--- config.mk ---
export PLATFORM = sky130hd
export DESIGN_NAME = s1423_cmp_pipe
export DESIGN_NICKNAME = d
export VERILOG_FILES = /design/src/rtl/s1423_pkg.sv /design/src/rtl/s1423_carry_core.sv /design/src/rtl/s1423_cmp_pipe.sv
export SDC_FILE = /design/constraint.sdc
export NUM_CORES = 1
export LEC_CHECK = 0
export ABC_AREA = 1
export CELL_PAD_IN_SITES_DETAIL_PLACEMENT = 0
export CELL_PAD_IN_SITES_GLOBAL_PLACEMENT = 1
export CORE_UTILIZATION = 31
export DETAILED_ROUTE_END_ITERATION = 8
export PLACE_DENSITY_LB_ADDON = 0.3
export SLEW_MARGIN = 40
export SYNTH_ARGS = -nofsm -noshare
export SYNTH_HDL_FRONTEND = slang
export SYNTH_SLANG_ARGS = --single-unit
--- constraint.sdc ---
create_clock -name CK -period 1.65 [get_ports CK]
set_input_delay 0.33 -clock CK [delete_from_list [all_inputs] [get_ports CK]]
set_output_delay 0.33 -clock CK [all_outputs]
set_load 0.02 [all_outputs]
--- src/rtl/s1423_pkg.sv ---
// s1423_pkg: shared widths and the S1 payload type for the s1423 compare pipe
package s1423_pkg;
    localparam int W_DEF = 5;
    localparam int CW_DEF = 8;
    typedef struct packed {
        logic [W_DEF-1:0] op;
        logic [W_DEF-1:0] ref_w;
        logic msb_ref;
        logic gate;
    } cmp_vec_t;
endpackage

--- src/rtl/s1423_carry_core.sv ---
// s1423_carry_core: combinational n55 cone, add through the carry chain and gate the compare flag
module s1423_carry_core
    import s1423_pkg::*;
#(
    parameter int W = W_DEF
) (
    input  logic [W-1:0] op,
    input  logic [W-1:0] ref_w,
    input  logic         msb_ref,
    input  logic         gate,
    output logic [W-1:0] sum,
    output logic         carry,
    output logic         flag
);
    assign {carry, sum} = {1'b0, op} + {1'b0, ref_w};
    assign flag = gate & ~(carry ^ msb_ref);
endmodule

--- src/rtl/s1423_cmp_pipe.sv ---
// s1423_cmp_pipe: 2-stage valid/ready operand-select and carry-compare pipe with saturating hit counter
module s1423_cmp_pipe
    import s1423_pkg::*;
#(
    parameter int W  = W_DEF,
    parameter int CW = CW_DEF
) (
    input  logic          CK,
    input  logic          RST,
    input  logic          in_valid,
    output logic          in_ready,
    input  logic          sel,
    input  logic [W-1:0]  opa,
    input  logic [W-1:0]  opb,
    input  logic [W-1:0]  ref_w,
    input  logic          msb_ref,
    input  logic          gate,
    output logic          out_valid,
    input  logic          out_ready,
    output logic          out_flag,
    output logic          out_carry,
    output logic [W-1:0]  out_sum,
    input  logic          cnt_clr,
    output logic [CW-1:0] hit_count,
    output logic          hit_sat
);
    cmp_vec_t s1;
    logic s1_valid, cap, load, hit, c_carry, c_flag;
    logic [W-1:0] c_sum;
    assign in_ready = ~s1_valid | ~out_valid | out_ready;
    assign cap = in_valid & in_ready;
    assign load = s1_valid & (~out_valid | out_ready);
    assign hit = out_valid & out_ready & out_flag;
    s1423_carry_core #(.W(W)) u_core (
        .op     (s1.op),
        .ref_w  (s1.ref_w),
        .msb_ref(s1.msb_ref),
        .gate   (s1.gate),
        .sum    (c_sum),
        .carry  (c_carry),
        .flag   (c_flag)
    );
    always_ff @(posedge CK) begin
        if (RST) begin
            s1_valid  <= 1'b0;
            out_valid <= 1'b0;
            out_flag  <= 1'b0;
            out_carry <= 1'b0;
            out_sum   <= '0;
            hit_count <= '0;
            hit_sat   <= 1'b0;
        end else begin
            if (cap) s1 <= {sel ? opb : opa, ref_w, msb_ref, gate};
            s1_valid  <= cap | (s1_valid & ~load);
            out_valid <= load | (out_valid & ~out_ready);
            if (load) {out_sum, out_carry, out_flag} <= {c_sum, c_carry, c_flag};
            // clear beats a same-cycle hit; sat flags on the step into all-ones
            hit_count <= cnt_clr ? '0 : (hit & ~&hit_count) ? hit_count + 1'b1 : hit_count;
            hit_sat   <= ~cnt_clr & (hit_sat | (hit & (hit_count == {{(CW-1){1'b1}}, 1'b0})));
        end
    end
endmodule

# Word-level counts from Yosys, hierarchy flattened
# Cells that the tools add are included.
[totals] in_bits=23 output_inout_bits=18 ff_bits=30 wordCells=43
[op_classes] muxes=1 reduce_logical=4 addsub=2 bitwise_logic=24 eq_ne=1
[ops] operator="$and A1 B1 Y1" n=10
[ops] operator="$add A8 B1 Y8 const B" n=1
[ops] operator="$eq A8 B8 Y1 const B" n=1
[ops] operator="$reduce_and A8 Y1" n=1
[ops] operator="$not A1 Y1" n=7
[ops] operator="$add A5 B5 Y6" n=1
[ops] operator="$or A1 B1 Y1" n=6
[ops] operator="$mux W5" n=1
[ops] operator="$reduce_and A2 Y1" n=1
[ops] operator="$reduce_or A2 Y1" n=1
[ops] operator="$logic_not A1 Y1" n=1
[ops] operator="$xor A1 B1 Y1" n=1

# Depth between registers and ports, before layout
[depth] ltp_word=6 ltp_mapped=8 depth_no_buf=8

# Hierarchy
# A second synthesis with hierarchy kept.
[hier_totals] cells_unflattened=164 area_unflattened_um2=1470.2
[by_module_without_submodules] mod="s1423_cmp_pipe" seq_area_each_um2=720.7 n_inst=1 area_per_inst_um2=1272.5 cells_per_inst=136
[by_module_without_submodules] mod="s1423_carry_core" seq_area_each_um2=0.0 n_inst=1 area_per_inst_um2=197.7 cells_per_inst=28

# Least setup slack after synthesis
# OpenSTA, ideal clock, no wires.
[synth_timing] path_type="register -> register" from="register out_valid" to="register s1[0] (netlist bit) (enable)" path_buffers=0 t_required_ps=1254 setup_time_ps=396 synth_period_minus_slack_ps=1803 t_arrival_ps=1406 stages_incl_launch_ff=4 slack_ps=-153 path_cell_list="dfxtp_1 -> nand2_1 -> nor2_1 -> nor3_1"
[synth_between] elab_chain_len=5
[synth_rtl] element="start, declared" line="s1423_cmp_pipe.sv:18" text="output logic out_valid,"
[synth_rtl] element="start signal, assigned" line="s1423_cmp_pipe.sv:55" text="out_valid <= load | (out_valid & ~out_ready);"
[synth_rtl] element="$not A1 Y1" line="s1423_cmp_pipe.sv:30" text="assign in_ready = ~s1_valid | ~out_valid | out_ready;"
[synth_rtl] element="$or A1 B1 Y1 (2 in a row)" line="s1423_cmp_pipe.sv:30"
[synth_rtl] element="$and A1 B1 Y1" line="s1423_cmp_pipe.sv:31" text="assign cap = in_valid & in_ready;"
[synth_rtl] element="$reduce_and A2 Y1 (no source line)"
[synth_rtl] element="end signal, assigned" line="s1423_cmp_pipe.sv:53" text="if (cap) s1 <= {sel ? opb : opa, ref_w, msb_ref, gate};"
[synth_rtl] element="end, declared" line="s1423_cmp_pipe.sv:27" text="cmp_vec_t s1;"
# No other way between the ends.
# A chain may end at the register's enable or synchronous reset.

# Final worst setup path
[layout_timing] from="register hit_count[5]" to="output port hit_count[5]"
[layout_lines] element="start, declared" line="s1423_cmp_pipe.sv:24" text="output logic [CW-1:0] hit_count,"
[layout_lines] element="start signal, assigned" line="s1423_cmp_pipe.sv:58" text="hit_count <= cnt_clr ? '0 : (hit & ~&hit_count) ? hit_count + 1'b1 : hit_count;"
# No word-level cell between the ends.

==> impl_metrics.toml <==
[logic_synthesis]
synthCells = 158
ys_seq_elements = 30
synth.avg_cell_area_sq_um = 9.10
synth_edf_count = 12
synthArstFlopShare = 0
synth.distinct_cells = 26
syn-cell-area_sq_mm = 0.00144
syn_nets = 189
seq_area_frac_synth = 0.501
ys_warn_count = 0
synthFlopType = "dfxtp_1"

[global_route]
grt_overflow = 0
grt_pass1_wl_microns = 5180
grt_pass1_vias = 1173
grt_antenna_before_repair = 0
grt_start_max_net_pins = 13
grt.total_usage = 0.136

[cells_and_area]
final_layout_size_suffix_gt1_frac = 0.153
final_area_sq_mm = 0.00206
nets = 245
fill_cells = 416
synthToLayoutAreaGrowth_pct = 43.4
final_util = 0.467
instances_no_fill = 267
n_antenna_cell = 0

[sta]
slew_headroom = 0.807
clock.fmax_mhz = 630
tightest_slew_ns = 0.289
hold_viol = 0
fin_skew_ns = 0.00443
maxSlewViolCount = 0
final.period_utilization = 0.962
fin_ws_ns = 0.0619
setup_viol = 0
layout_min_cycle_time_ns = 1.59
rsz0062_at_grt = "false"

[routing]
via_per_inst = 4.49
drt-total-wl_microns = 2940
antenna_left = 0
wl_per_cell_microns = 11.0
drtPass1Iterations = 4
vias = 1198
drt_iter0_markers = 29
remaining_drc_errors = 0

[cts]
clockBufferDepth = 2
clkTransAtPathRegs_ns = 0.06
cts_buffers = 5
cts_setup_buffers = 0
cts_tree = "done"
clock_latency_ns = 0.28
cts.htree.levels = 2
cts_sinks = 30
cts_root_buf = "clkbuf_8"

[floorplan]
die_area_sq_mm = 0.00491
num_rows = 24
coreArea_sq_mm = 0.00441
ios = 41
initial_utilization = 0.326
die_x_microns = 70.1
die_h_microns = 70.1

[run]
max_cap_violations = 0

[placed_design]
io_buffers = 40
placed_cell_area_sq_mm = 0.00198
place_hpwl_microns = 2260
place_inst = 259
dp_slack_ns = -0.321
place_congestion = 0.751

[critical_path]
regToRegStartpoint = "s1[2]"
critical_path.startpoint = "hit_count[5]"
crit_required_ns = 1.32
r2r_setup_slack_ns = 0.12
slowest_delay_ns = 0.62
critical_path_depth = 1
cp-end-kind = "primary output"
worstPathArrival_ns = 1.26
crit_fanout = 4
reg2reg_depth = 6
critical_path_buf_inv_count = 1
start_kind = "flop"
critical_path.slowest_cell = "clkdlybuf4s50_1"
crit_path_end = "hit_count[5]"
crit_chain = "clkdlybuf4s50_1"
path_class = "reg -> out"
rr_endpoint = "out_sum[4]"
cp_top_family = "buffers and inverters"

[power]
ir_drop_uv = 346
powerDensity_mw_per_mm2 = 773
leakagePower_uw = 0.000911

[worst_hold_path]
hp-class = "reg -> reg"

[run_status]
status = "complete, no violations"
-- Yosys cell counts (2+ instances only) --
master     n  area share
xor2_1     3       0.018
inv_1     18       0.047
o21ai_0    9       0.031
dfxtp_1   18        0.25
inv_2      2      0.0052
nand3_1    8       0.028
nor3_1     2      0.0070
nor2_2     3       0.013
edfxtp_1  12        0.25
ha_1       7       0.061
xnor2_1    2       0.012
nand2_1   27       0.070
a21oi_1   13       0.045
mux2_2     5       0.039
nor2_1    18       0.047
-- kinds of logic after synthesis --
group                      synth area share
and+or+nand+nor                       0.193
adders and majority gates            0.0748
xor gates and xnor gates             0.0305
DFF                                   0.501
AOI/OAI and AO/OA                     0.103
buffers and inverters                0.0583
muxes                                0.0392
-- through the flow --
step / hold slack, ns / total power, uW / TNS (ns)
floorplan: 0.429 / 940 / 0
global placement: 0.455 / 1050 / -1.72
detailed placement: 0.460 / 1060 / -2.13
CTS: 0.470 / 1610 / 0
global route: 0.483 / 1670 / 0
finish: 0.466 / 1590 / 0
-- registers in the layout, summed over array words and instances, names as in the netlist --
register   count
s1            12
hit_count      8
out_sum        5
hit_sat        1
out_carry      1
out_flag       1
out_valid      1
s1_valid       1
-- cell type report --
class / count / area (sq um) / share of cell area
Inverter: 21 / 82.6 / 0.0400
Tap cell: 52 / 65.1 / 0.0316
Multi-Input combinational cell: 106 / 641 / 0.311
Clock buffer: 8 / 80.1 / 0.0388
Timing Repair Buffer: 50 / 473 / 0.229
Sequential cell: 30 / 721 / 0.350
-- metal layers --
metal | vias up | track usage | wire length [microns]
met5 | - | 0 | 0
met4 | 0 | 0.0533 | 48
met3 | 6 | 0.0505 | 155
met2 | 30 | 0.199 | 1280
met1 | 531 | 0.181 | 1460
li1 | 631 | - | -
-- placed cells by master, fill, tap and decap left out, types with 5 or more instances in the layout --
master,instances
clkdlybuf4s50_1,32
nand2_1,27
inv_1,18
dfxtp_1,18
nor2_1,17
a21oi_1,13
edfxtp_1,12
buf_4,10
o21ai_0,9
nand3_1,8
ha_1,7
mux2_2,5
clkbuf_8,5
-- where the power goes --
part           switching, uW  internal, uW  leakage, uW
sequential              13.6           804     0.000259
clock                    253           299    0.0000395
combinational           99.4           125     0.000612
-- worst min-delay path by stage --
stage / endpoint / slack [ns] / depth (start not counted) / start
3_3_place_gp: hit_sat / 0.46 / 1 / hit_sat
3_5_place_dp: hit_sat / 0.46 / 1 / hit_sat
4_1_cts: hit_sat / 0.47 / 1 / hit_sat
2_1_floorplan: s1[0] / 0.43 / 0 / gate
6_report: hit_sat / 0.47 / 1 / hit_sat
5_1_grt: hit_sat / 0.48 / 1 / hit_sat
-- timing repair --
item | 4_1_cts | 5_1_grt
endpoints found under the hold margin | 0 | 0
hold buffers | 0 | 0
gates resized for setup | 8 | 5
setup endpoints to repair | 5 | 5
(Power assumes the default switching activity.)
